--- src/rtl/cpu_types_pkg.sv ---
// Shared CPU types: data word and request-unit FSM state encoding.
package cpu_types_pkg;

    localparam int unsigned WORD_W_DEFAULT = 32;

    typedef logic [WORD_W_DEFAULT-1:0] word_t;

    typedef enum logic [1:0] {
        REQ_FETCH = 2'd0,
        REQ_DATA  = 2'd1,
        REQ_HALT  = 2'd2
    } req_state_t;

endpackage

--- src/rtl/request_unit_stall_counter.sv ---
// Saturating stall counter (req_stall_counter) with enable and synchronous clear,
// used by request_unit when REQ_STATS_EN is defined.
module req_stall_counter #(
    parameter int unsigned W = 16
) (
    input  logic         clk,
    input  logic         rst,
    input  logic         clr,
    input  logic         en,
    output logic [W-1:0] count
);

    always_ff @(posedge clk or posedge rst) begin
        if (rst) begin
            count <= '0;
        end else if (clr) begin
            count <= '0;
        end else if (en && (count != '1)) begin
            count <= count + 1'b1;
        end
    end

endmodule

--- src/rtl/request_unit.sv ---
// Cache request sequencer: fetch / data-access / halt FSM driving iREN, dREN, dWEN.
// Optional stall statistics ports are enabled by defining REQ_STATS_EN.
module request_unit
    import cpu_types_pkg::*;
#(
    parameter int unsigned WORD_W      = 32,
    parameter int unsigned STALL_CNT_W = 16
) (
    input  logic              CLK,
    input  logic              RST,
    input  logic              MemToReg,
    input  logic              MemWrite,
    input  logic              halt_in,
    input  logic              ihit,
    input  logic              dhit,
    input  logic [WORD_W-1:0] daddr_in,
    input  logic [WORD_W-1:0] dstore_in,
    input  logic [WORD_W-1:0] dload_in,
    output logic              iREN,
    output logic              dREN,
    output logic              dWEN,
    output logic [WORD_W-1:0] dmemaddr,
    output logic [WORD_W-1:0] dmemstore,
    output logic [WORD_W-1:0] dload_q,
    output logic              load_wen,
    output logic              pc_en,
    output logic              halt_out
`ifdef REQ_STATS_EN
    ,
    output logic [STALL_CNT_W-1:0] istall_cnt,
    output logic [STALL_CNT_W-1:0] dstall_cnt
`endif
);

    req_state_t state;

    assign iREN     = (state == REQ_FETCH);
    assign halt_out = (state == REQ_HALT);

    // PC advances on the completing handshake of each instruction, never on halt.
    always_comb begin
        pc_en = 1'b0;
        case (state)
            REQ_FETCH: pc_en = ihit & ~halt_in & ~(MemToReg | MemWrite);
            REQ_DATA:  pc_en = dhit;
            default:   pc_en = 1'b0;
        endcase
    end

    always_ff @(posedge CLK or posedge RST) begin
        if (RST) begin
            state     <= REQ_FETCH;
            dREN      <= 1'b0;
            dWEN      <= 1'b0;
            dmemaddr  <= '0;
            dmemstore <= '0;
            dload_q   <= '0;
            load_wen  <= 1'b0;
        end else begin
            load_wen <= 1'b0;
            case (state)
                REQ_FETCH: begin
                    if (ihit) begin
                        if (halt_in) begin
                            state <= REQ_HALT;
                        end else if (MemToReg | MemWrite) begin
                            state     <= REQ_DATA;
                            dmemaddr  <= daddr_in;
                            dmemstore <= dstore_in;
                            dWEN      <= MemWrite;
                            dREN      <= MemToReg & ~MemWrite;
                        end
                    end
                end
                REQ_DATA: begin
                    if (dhit) begin
                        if (dREN) begin
                            dload_q  <= dload_in;
                            load_wen <= 1'b1;
                        end
                        dREN  <= 1'b0;
                        dWEN  <= 1'b0;
                        state <= REQ_FETCH;
                    end
                end
                REQ_HALT: begin
                    state <= REQ_HALT;
                end
                default: begin
                    state <= REQ_FETCH;
                end
            endcase
        end
    end

`ifdef REQ_STATS_EN
    req_stall_counter #(.W(STALL_CNT_W)) u_istall (
        .clk   (CLK),
        .rst   (RST),
        .clr   (1'b0),
        .en    ((state == REQ_FETCH) & ~ihit),
        .count (istall_cnt)
    );

    req_stall_counter #(.W(STALL_CNT_W)) u_dstall (
        .clk   (CLK),
        .rst   (RST),
        .clr   (1'b0),
        .en    ((state == REQ_DATA) & ~dhit),
        .count (dstall_cnt)
    );
`endif

endmodule

--- config.mk ---
export PLATFORM = sky130hd
export DESIGN_NAME = request_unit
export DESIGN_NICKNAME = d
export VERILOG_FILES = /design/src/rtl/cpu_types_pkg.sv /design/src/rtl/request_unit_stall_counter.sv /design/src/rtl/request_unit.sv
export SDC_FILE = /design/constraint.sdc
export NUM_CORES = 1
export LEC_CHECK = 0
export BUFFER_PORTS_ARGS = -buffer_cell sky130_fd_sc_hd__clkbuf_2
export CORE_MARGIN = 5
export CORE_UTILIZATION = 48
export DETAILED_ROUTE_END_ITERATION = 10
export GPL_ROUTABILITY_DRIVEN = 0
export PLACE_DENSITY = 0.85
export SLEW_MARGIN = 15
export SYNTH_ARGS = -nofsm -noshare
export SYNTH_HDL_FRONTEND = slang
export SYNTH_SLANG_ARGS = --single-unit
--- constraint.sdc ---
create_clock -name CLK -period 8.97 [get_ports CLK]
set_input_delay 1.794 -clock CLK [delete_from_list [all_inputs] [get_ports CLK]]
set_output_delay 1.794 -clock CLK [all_outputs]
set_load 0.005 [all_outputs]
---- Word-level counts from Yosys, hierarchy flattened ----
Cells that the tools add are included.
word-level totals
  register bits after elaboration ......... 101
  output and inout bits ................... 102
cells by class
  reduce and logical (&&, ||, !) cells .... 6
  equality and inequality tests ........... 7
  bitwise gates (word level) .............. 7
  mux-type cells .......................... 18
operators with widths
  kind                number
  $mux 1              10
  $mux 2              4
  $ne 2x2->1 const B  3
  $pmux 1 s2          3
  $pmux 2 s3          1
  $reduce_and 3->1    2
  $reduce_and 5->1    1
  $reduce_and 4->1    1
  $and 1x1->1         3
  $ne 3x2->1 const B  1
  $not 1->1           3
  $eq 2x1->1 const B  1
  $eq 2x2->1 const B  1
  $logic_not 2->1     1
  $ne 2x1->1 const B  1
  $reduce_bool 2->1   1
  $or 1x1->1          1

---- Logic depth before layout (Yosys ltp) ----
Gate-level depths: netlist of run 1.
  depth after elaboration ................. 6
  gate-level depth with buffers ........... 5
  gate-level depth less buffers ........... 3

---- Least setup slack after synthesis of run 1 ----
Ideal clock, no wire load.
  kind .................................... input to output
  start ................................... input halt_in
  end ..................................... output pc_en
  required time ........................... 7.176 ns
  cell stages on the path ................. 3
  path buffers ............................ 0
  arrival time ............................ 2.534 ns
  setup slack ............................. 4.642 ns
  cell sequence ........................... nand2b_1 -> or4_1 -> a21oi_1
on the way
  word-level cells in the longest chain between the ends .. 4
RTL lines
  what                      line                RTL
  start: declaration        request_unit.sv:13  input logic halt_in,
  $not 1->1 (no line)       n/a
  $and 1x1->1 (2 in a row)  request_unit.sv:44  REQ_FETCH: pc_en = ihit & ~halt_in & ~(MemToReg | MemWrite);
  $pmux 1 s2                request_unit.sv:43  case (state)
  end: declaration          request_unit.sv:26  output logic pc_en,
No other way between the ends.

---- Worst setup path in the final report of run 1 ----
Ends and elaborated chain as after synthesis.

==> impl_metrics.csv, run 1 <==
group,metric,value,unit
clock_network,cts_resized,0,
yosys,synthDominantCellAreaShare,0.659,
grt,gr-total-overflow,0,
sta,slew_violations,0,
setup_path,reg2reg_slack,6.74,ns
yosys,synth_edf_count,0,
final_layout,nNetsFinal,542,
hold_path,hp-class,"register to register",
floorplanning,fp.dieH,99.4,um
run,maxCapViolations,0,
grt,grt_usage,0.177,
yosys,synth.avg_cell_area,16.6,sq um
final_layout,register_area,0.00253,sq mm
detailed_routing,routed_via_density,4.85,
setup_path,path_buf_inv,2,
detailed_routing,firstDrtPassIters,4,
status,status,"finished clean",
setup_path,critPathLaunchType,"primary input",
sta,max_freq,218,MHz
floorplanning,io_pins,205,
clock_network,cts.sinks,101,
yosys,yosysWarnings,0,
clock_network,clock_path_buffers,2,
grt,grt_pass1_wl,13900,um
grt,grt_pass1_vias,2859,
clock_network,hold_buffers,0,
sta,finalHoldViolCount,0,
final_layout,drive_above_1_share,0.640,
grt,grt_max_degree,54,
final_layout,stdcell_count,546,
setup_path,cpMostUsedCell,"clkbuf_2",
sta,fin_crit,4.58,ns
setup_path,cp_top_family,"simple AND/OR/NAND/NOR gates",
sta,setup_violations,0,
setup_path,worstPathRequired,7.18,ns
detailed_routing,wl_per_cell,15.7,um
setup_path,critPathMaxFanout,3,
clock_network,cts_made_buffers,9,
yosys,synth.most_common_cell,"dfrtp_1",
yosys,netlist_instances,231,
setup_path,max_stage_delay,0.42,ns
detailed_routing,ant_nets,0,
setup_path,arrival,2.78,ns
yosys,synth_cell_types,17,
pwr,vdd.ir_drop.worst,0.141,mV
floorplanning,die_area,0.00988,sq mm
sta,skew,0.0117,ns
place,hpwl,6800,um
place,dp_cells,529,
setup_path,worstPathCellList,"clkbuf_2, nand2b_1, or4_1, a21oi_1, clkbuf_2",
floorplanning,core_area,0.00777,sq mm
sta,timing.setup.tns,0,ns
yosys,ys_seq_area_frac,0.659,
yosys,synth_nets,334,
yosys,synthesis.area,0.00384,sq mm
final_layout,syn_to_final_growth,34.4,%
detailed_routing,drc,0,
yosys,ys_ff_latch,101,
yosys,yosysTopAreaCell,"dfrtp_1",
yosys,synth_top_flop_cell,"dfrtp_1",
setup_path,cpMaxStageDelayCell,"or4_1",
final_layout,fillers,605,
pwr,powerDensity,258,mW/mm^2
detailed_routing,drt-total-wl,8560,um
clock_network,clk_pin_slew,0.09,ns
clock_network,htreeDepth,3,
yosys,async_flop_share,1.00,
pwr,leakagePower,2.80,nW
clock_network,cts_root_buf,"clkbuf_8",
grt,antenna_found_initial,0,
place,port_buffers,204,
floorplanning,row_count,32,
clock_network,clkLatencyLatePin,0.35,ns
detailed_routing,vias,2650,
final_layout,final_util,0.664,
sta,period_share,0.510,
clock_network,post_cts_buffers,0,
final_layout,multiInputGateArea,0.00121,sq mm
yosys,synthTopCellsByCount,"dfrtp_1 (101), mux2_2 (58), mux2_1 (38), buf_2 (6), buf_6 (5)",
floorplanning,initial_core_util,0.494,
sta,slew_headroom,0.564,
final_layout,diodes,0,
pwr,finalPower,1.33,mW
sta,tightest_slew,0.654,ns
sta,grt_setup_unrepaired,"false",
yosys,synth_top_cells_by_area,"dfrtp_1 (66%), mux2_2 (17%), mux2_1 (11%)",
setup_path,endpoint_kind,"output pin",
floorplanning,die_w,99.4,um
detailed_routing,initialDrtViolationCount,43,
clock_network,tritoncts,"done",
setup_path,worstSetupPathType,"primary input to output pin",
## cells by family after synthesis
group | count (synthesis) | synth area share
AOI/OAI and AO/OA | 3 | 0.00391
DFF | 101 | 0.659
and+or+nand+nor | 15 | 0.0251
muxes | 98 | 0.287
buffers and inverters | 14 | 0.0254
## final timing paths
check	from	depth (start not counted)	endpoint
worst max-delay path	halt_in	5	pc_en
worst min-delay path	dmemstore[19]	1	dmemstore[19]
worst max register to register	state[0]	3	dmemstore[8]
worst min register to register	dmemstore[19]	1	dmemstore[19]
max in group asynchronous	RST	3	dload_q[8]
min in group asynchronous	RST	2	dload_q[20]
## per-stage QoR
step | hold WS, ns | area, sq um | setup WS, ns
after floorplan | 0.483 | 3840 | 4.53
after global placement | 0.466 | 4920 | 4.39
after detailed placement | 0.474 | 4920 | 4.39
after CTS | 0.493 | 5140 | 4.38
after global routing | 0.511 | 5160 | 4.32
final | 0.492 | 5160 | 4.39
## power breakdown
group          switching [mW]  internal, mW  leakage [nW]
Clock                   0.149         0.153         0.109
Combinational           0.138         0.204          1.40
Sequential             0.0776         0.607          1.28
## cell type report
type / instances / share of cell area
flip-flops and latches: 101 / 0.490
multi-input cells: 116 / 0.235
repair buffers: 208 / 0.205
clock buffers: 12 / 0.0320
well taps: 102 / 0.0248
clock inverters: 4 / 0.0107
inverters: 3 / 0.00267
## cell usage in the layout (no fill, tap or decap), drive strengths merged, types with 2 or more instances in the layout
cell and count:
nand2 4, mux2 96, a21oi 3, dfrtp 101, nor2 3, inv 3
clkbuf 216, mux2i 2, buf 4, nand2b 2, clkinv 2
## worst reg2reg max path, cell delays in order (launching register included)
cell,delay (ns)
dfrtp_1,0.51
nor4_4,0.55
buf_4,0.63
mux2_1,0.41
## routing by layer
layer,up-vias,track usage,share of wire
li1,1222,-,-
met1,1283,0.208,0.37
met2,131,0.298,0.50
met3,14,0.0680,0.11
met4,0,0.0620,0.020
met5,-,0,0
## flip-flops by register name, summed over array words and instances (netlist names)
register,cells
dWEN,1
load_wen,1
dmemstore,32
dmemaddr,32
dload_q,32
dREN,1
state,2
(Power assumes the default switching activity.)
==> run 2, diff against run 1 <==
--- a/config.mk
+++ b/config.mk
@@ -7,10 +7,10 @@
 export LEC_CHECK = 0
 export BUFFER_PORTS_ARGS = -buffer_cell sky130_fd_sc_hd__clkbuf_2
 export CORE_MARGIN = 5
-export CORE_UTILIZATION = 48
+export CORE_UTILIZATION = 40
 export DETAILED_ROUTE_END_ITERATION = 10
 export GPL_ROUTABILITY_DRIVEN = 0
-export PLACE_DENSITY = 0.85
+export PLACE_DENSITY = 0.75
 export SLEW_MARGIN = 15
 export SYNTH_ARGS = -nofsm -noshare
 export SYNTH_HDL_FRONTEND = slang
==> constraint.sdc (replaced) <==
create_clock -name CLK -period 3.8 [get_ports CLK]
set_input_delay 0.76 -clock CLK [delete_from_list [all_inputs] [get_ports CLK]]
set_output_delay 0.76 -clock CLK [all_outputs]
set_load 0.005 [all_outputs]
==> run 2 against run 1 <==
- final area rose by 0.41%
- non-clock buffer count unchanged
- first-iteration DRC count grew 49%
- power is 130% higher
- register-to-register slack got worse by 5.0 ns
- sequential cell count stayed put
- hold slack worse by 0.0013 ns
- count of clock-buffer cells in the layout unchanged
- via count shrank 1.3%
- core utilization decreased by 11 points
- routed wire length increased by 2.4%
- critical path type unchanged
- critical endpoint unchanged
- highest routed layer unchanged
==> impl_metrics.csv, run 2 (synthesis results as in run 1) <==
group,metric,value,unit
status,status,"finished clean",
setup_path,worstPathCellList,"clkbuf_2, nand2b_1, or4_1, a21oi_1, clkbuf_2",
floorplanning,row_count,35,
grt,gr-total-overflow,0,
clock_network,cts_resized,0,
sta,skew,0.0145,ns
sta,timing.setup.tns,0,ns
sta,tightest_slew,0.847,ns
setup_path,worstSetupPathType,"primary input to output pin",
setup_path,path_buf_inv,2,
clock_network,post_cts_buffers,0,
setup_path,critPathLaunchType,"primary input",
clock_network,clock_path_buffers,2,
final_layout,diodes,0,
final_layout,syn_to_final_growth,34.9,%
setup_path,worstPathRequired,3.04,ns
sta,finalHoldViolCount,0,
final_layout,final_cell_mix,"clkbuf_2 (204), dfrtp_1 (101), mux2_2 (58), mux2_1 (38), clkbuf_8 (11)",
setup_path,cpMostUsedCell,"clkbuf_2",
detailed_routing,vias,2615,
final_layout,final_cell_area,0.00518,sq mm
final_layout,drive_above_1_share,0.637,
setup_path,cp_top_family,"simple AND/OR/NAND/NOR gates",
floorplanning,core_area,0.00928,sq mm
detailed_routing,drt-total-wl,8770,um
run,maxCapViolations,0,
grt,grt_pass1_vias,2808,
floorplanning,initial_core_util,0.413,
final_layout,nNetsFinal,542,
grt,grt_usage,0.150,
clock_network,cts_made_buffers,9,
clock_network,tritoncts,"done",
clock_network,cts_root_buf,"clkbuf_8",
grt,grt_pass1_wl,13700,um
grt,grt_max_degree,71,
floorplanning,fp.dieH,108,um
grt,met2_usage,0.254,
setup_path,cpMaxStageDelayCell,"or4_1",
place,hpwl,6600,um
sta,slew_violations,0,
sta,fin_crit,2.55,ns
final_layout,final_util,0.558,
detailed_routing,ant_nets,0,
setup_path,arrival,1.79,ns
final_layout,reg_top3,"dload_q: 32 flops, dmemaddr: 32 flops, dmemstore: 32 flops",
clock_network,clk_pin_slew,0.08,ns
place,port_buffers,204,
floorplanning,die_w,108,um
grt,grt_use_met3,0.0633,
clock_network,clkLatencyLatePin,0.36,ns
detailed_routing,wl_per_cell,15.3,um
sta,period_share,0.670,
grt,busiest_layer,"met2",
clock_network,htreeDepth,3,
sta,slew_headroom,0.436,
pwr,vdd.ir_drop.worst,0.260,mV
hold_path,hp-class,"register to register",
sta,max_freq,393,MHz
setup_path,endpoint_kind,"output pin",
detailed_routing,drc,0,
floorplanning,io_pins,205,
clock_network,hold_buffers,0,
grt,met1_usage,0.169,
detailed_routing,initialDrtViolationCount,64,
place,placed_area,0.00497,sq mm
pwr,powerDensity,601,mW/mm^2
sta,setup_violations,0,
floorplanning,die_area,0.0117,sq mm
setup_path,critPathMaxFanout,3,
clock_network,cts.sinks,101,
setup_path,max_stage_delay,0.42,ns
pwr,leakagePower,2.79,nW
detailed_routing,routed_via_density,4.56,
detailed_routing,firstDrtPassIters,3,
final_layout,layout_commonest_cell,"clkbuf_2",
grt,antenna_found_initial,0,
sta,grt_setup_unrepaired,"false",
==> run 2: cell count changes in the layout (fill, tap and decap cells not counted) <==
cell        before  now
clkbuf_8        12   11
clkbuf_1         0    1
clkinv_4         2    3
clkinvlp_4       1    0
buf_6            1    0
buf_4            3    4
==> run 2: final cells by class <==
class	count	area (sq um)
clock buffer	12	155
clock inverter	4	56.3
fill	804	4110
inverter	3	13.8
multi-input combinational	116	1210
sequential	101	2530
tap	129	161
timing repair buffer	208	1050
==> run 2: stage by stage <==
stage          instances  setup WS [ns]  hold WS, ns  total power [mW]
3_3_place_gp         557           1.25        0.466              2.41
4_1_cts              573           1.23        0.494              3.17
3_5_place_dp         557           1.25        0.475              2.45
5_1_grt              573           1.20        0.508              3.34
2_1_floorplan        231          0.393        0.483              1.94
6_report             573           1.25        0.491              3.11
==> run 2: worst reg2reg max path: cells and delay by family (launching register included) <==
family | cells | cell delay [ns]
buf+inv | 1 | 0.70
flops | 1 | 0.52
mux | 1 | 0.45
simple gates | 1 | 0.31
==> run 2: metal layers <==
| layer | share of wire | vias up |
|---|---|---|
| li1 | - | 1219 |
| met1 | 0.38 | 1268 |
| met2 | 0.51 | 122 |
| met3 | 0.11 | 6 |
| met4 | 0.0075 | 0 |
| met5 | 0 | - |
==> run 2: power breakdown <==
| group | leakage (nW) | switching [mW] | internal, mW |
|---|---|---|---|
| combinational | 1.40 | 0.319 | 0.481 |
| clock | 0.107 | 0.362 | 0.345 |
| sequential | 1.28 | 0.173 | 1.43 |
| total | 2.79 | 0.854 | 2.26 |
==> run 2: path summary, 6_finish.rpt <==
| path | depth (start not counted) | slack [ns] | startpoint | to |
|---|---|---|---|---|
| max | 5 | 1.25 | halt_in | pc_en |
| min | 1 | 0.49 | dmemstore[22] | dmemstore[22] |
| max reg2reg | 3 | 1.72 | state[0] | dmemaddr[27] |
| min reg2reg | 1 | 0.49 | dmemstore[22] | dmemstore[22] |
| max in group asynchronous | 3 | 2.48 | RST | dmemstore[25] |
| min in group asynchronous | 2 | 0.55 | RST | dload_q[11] |
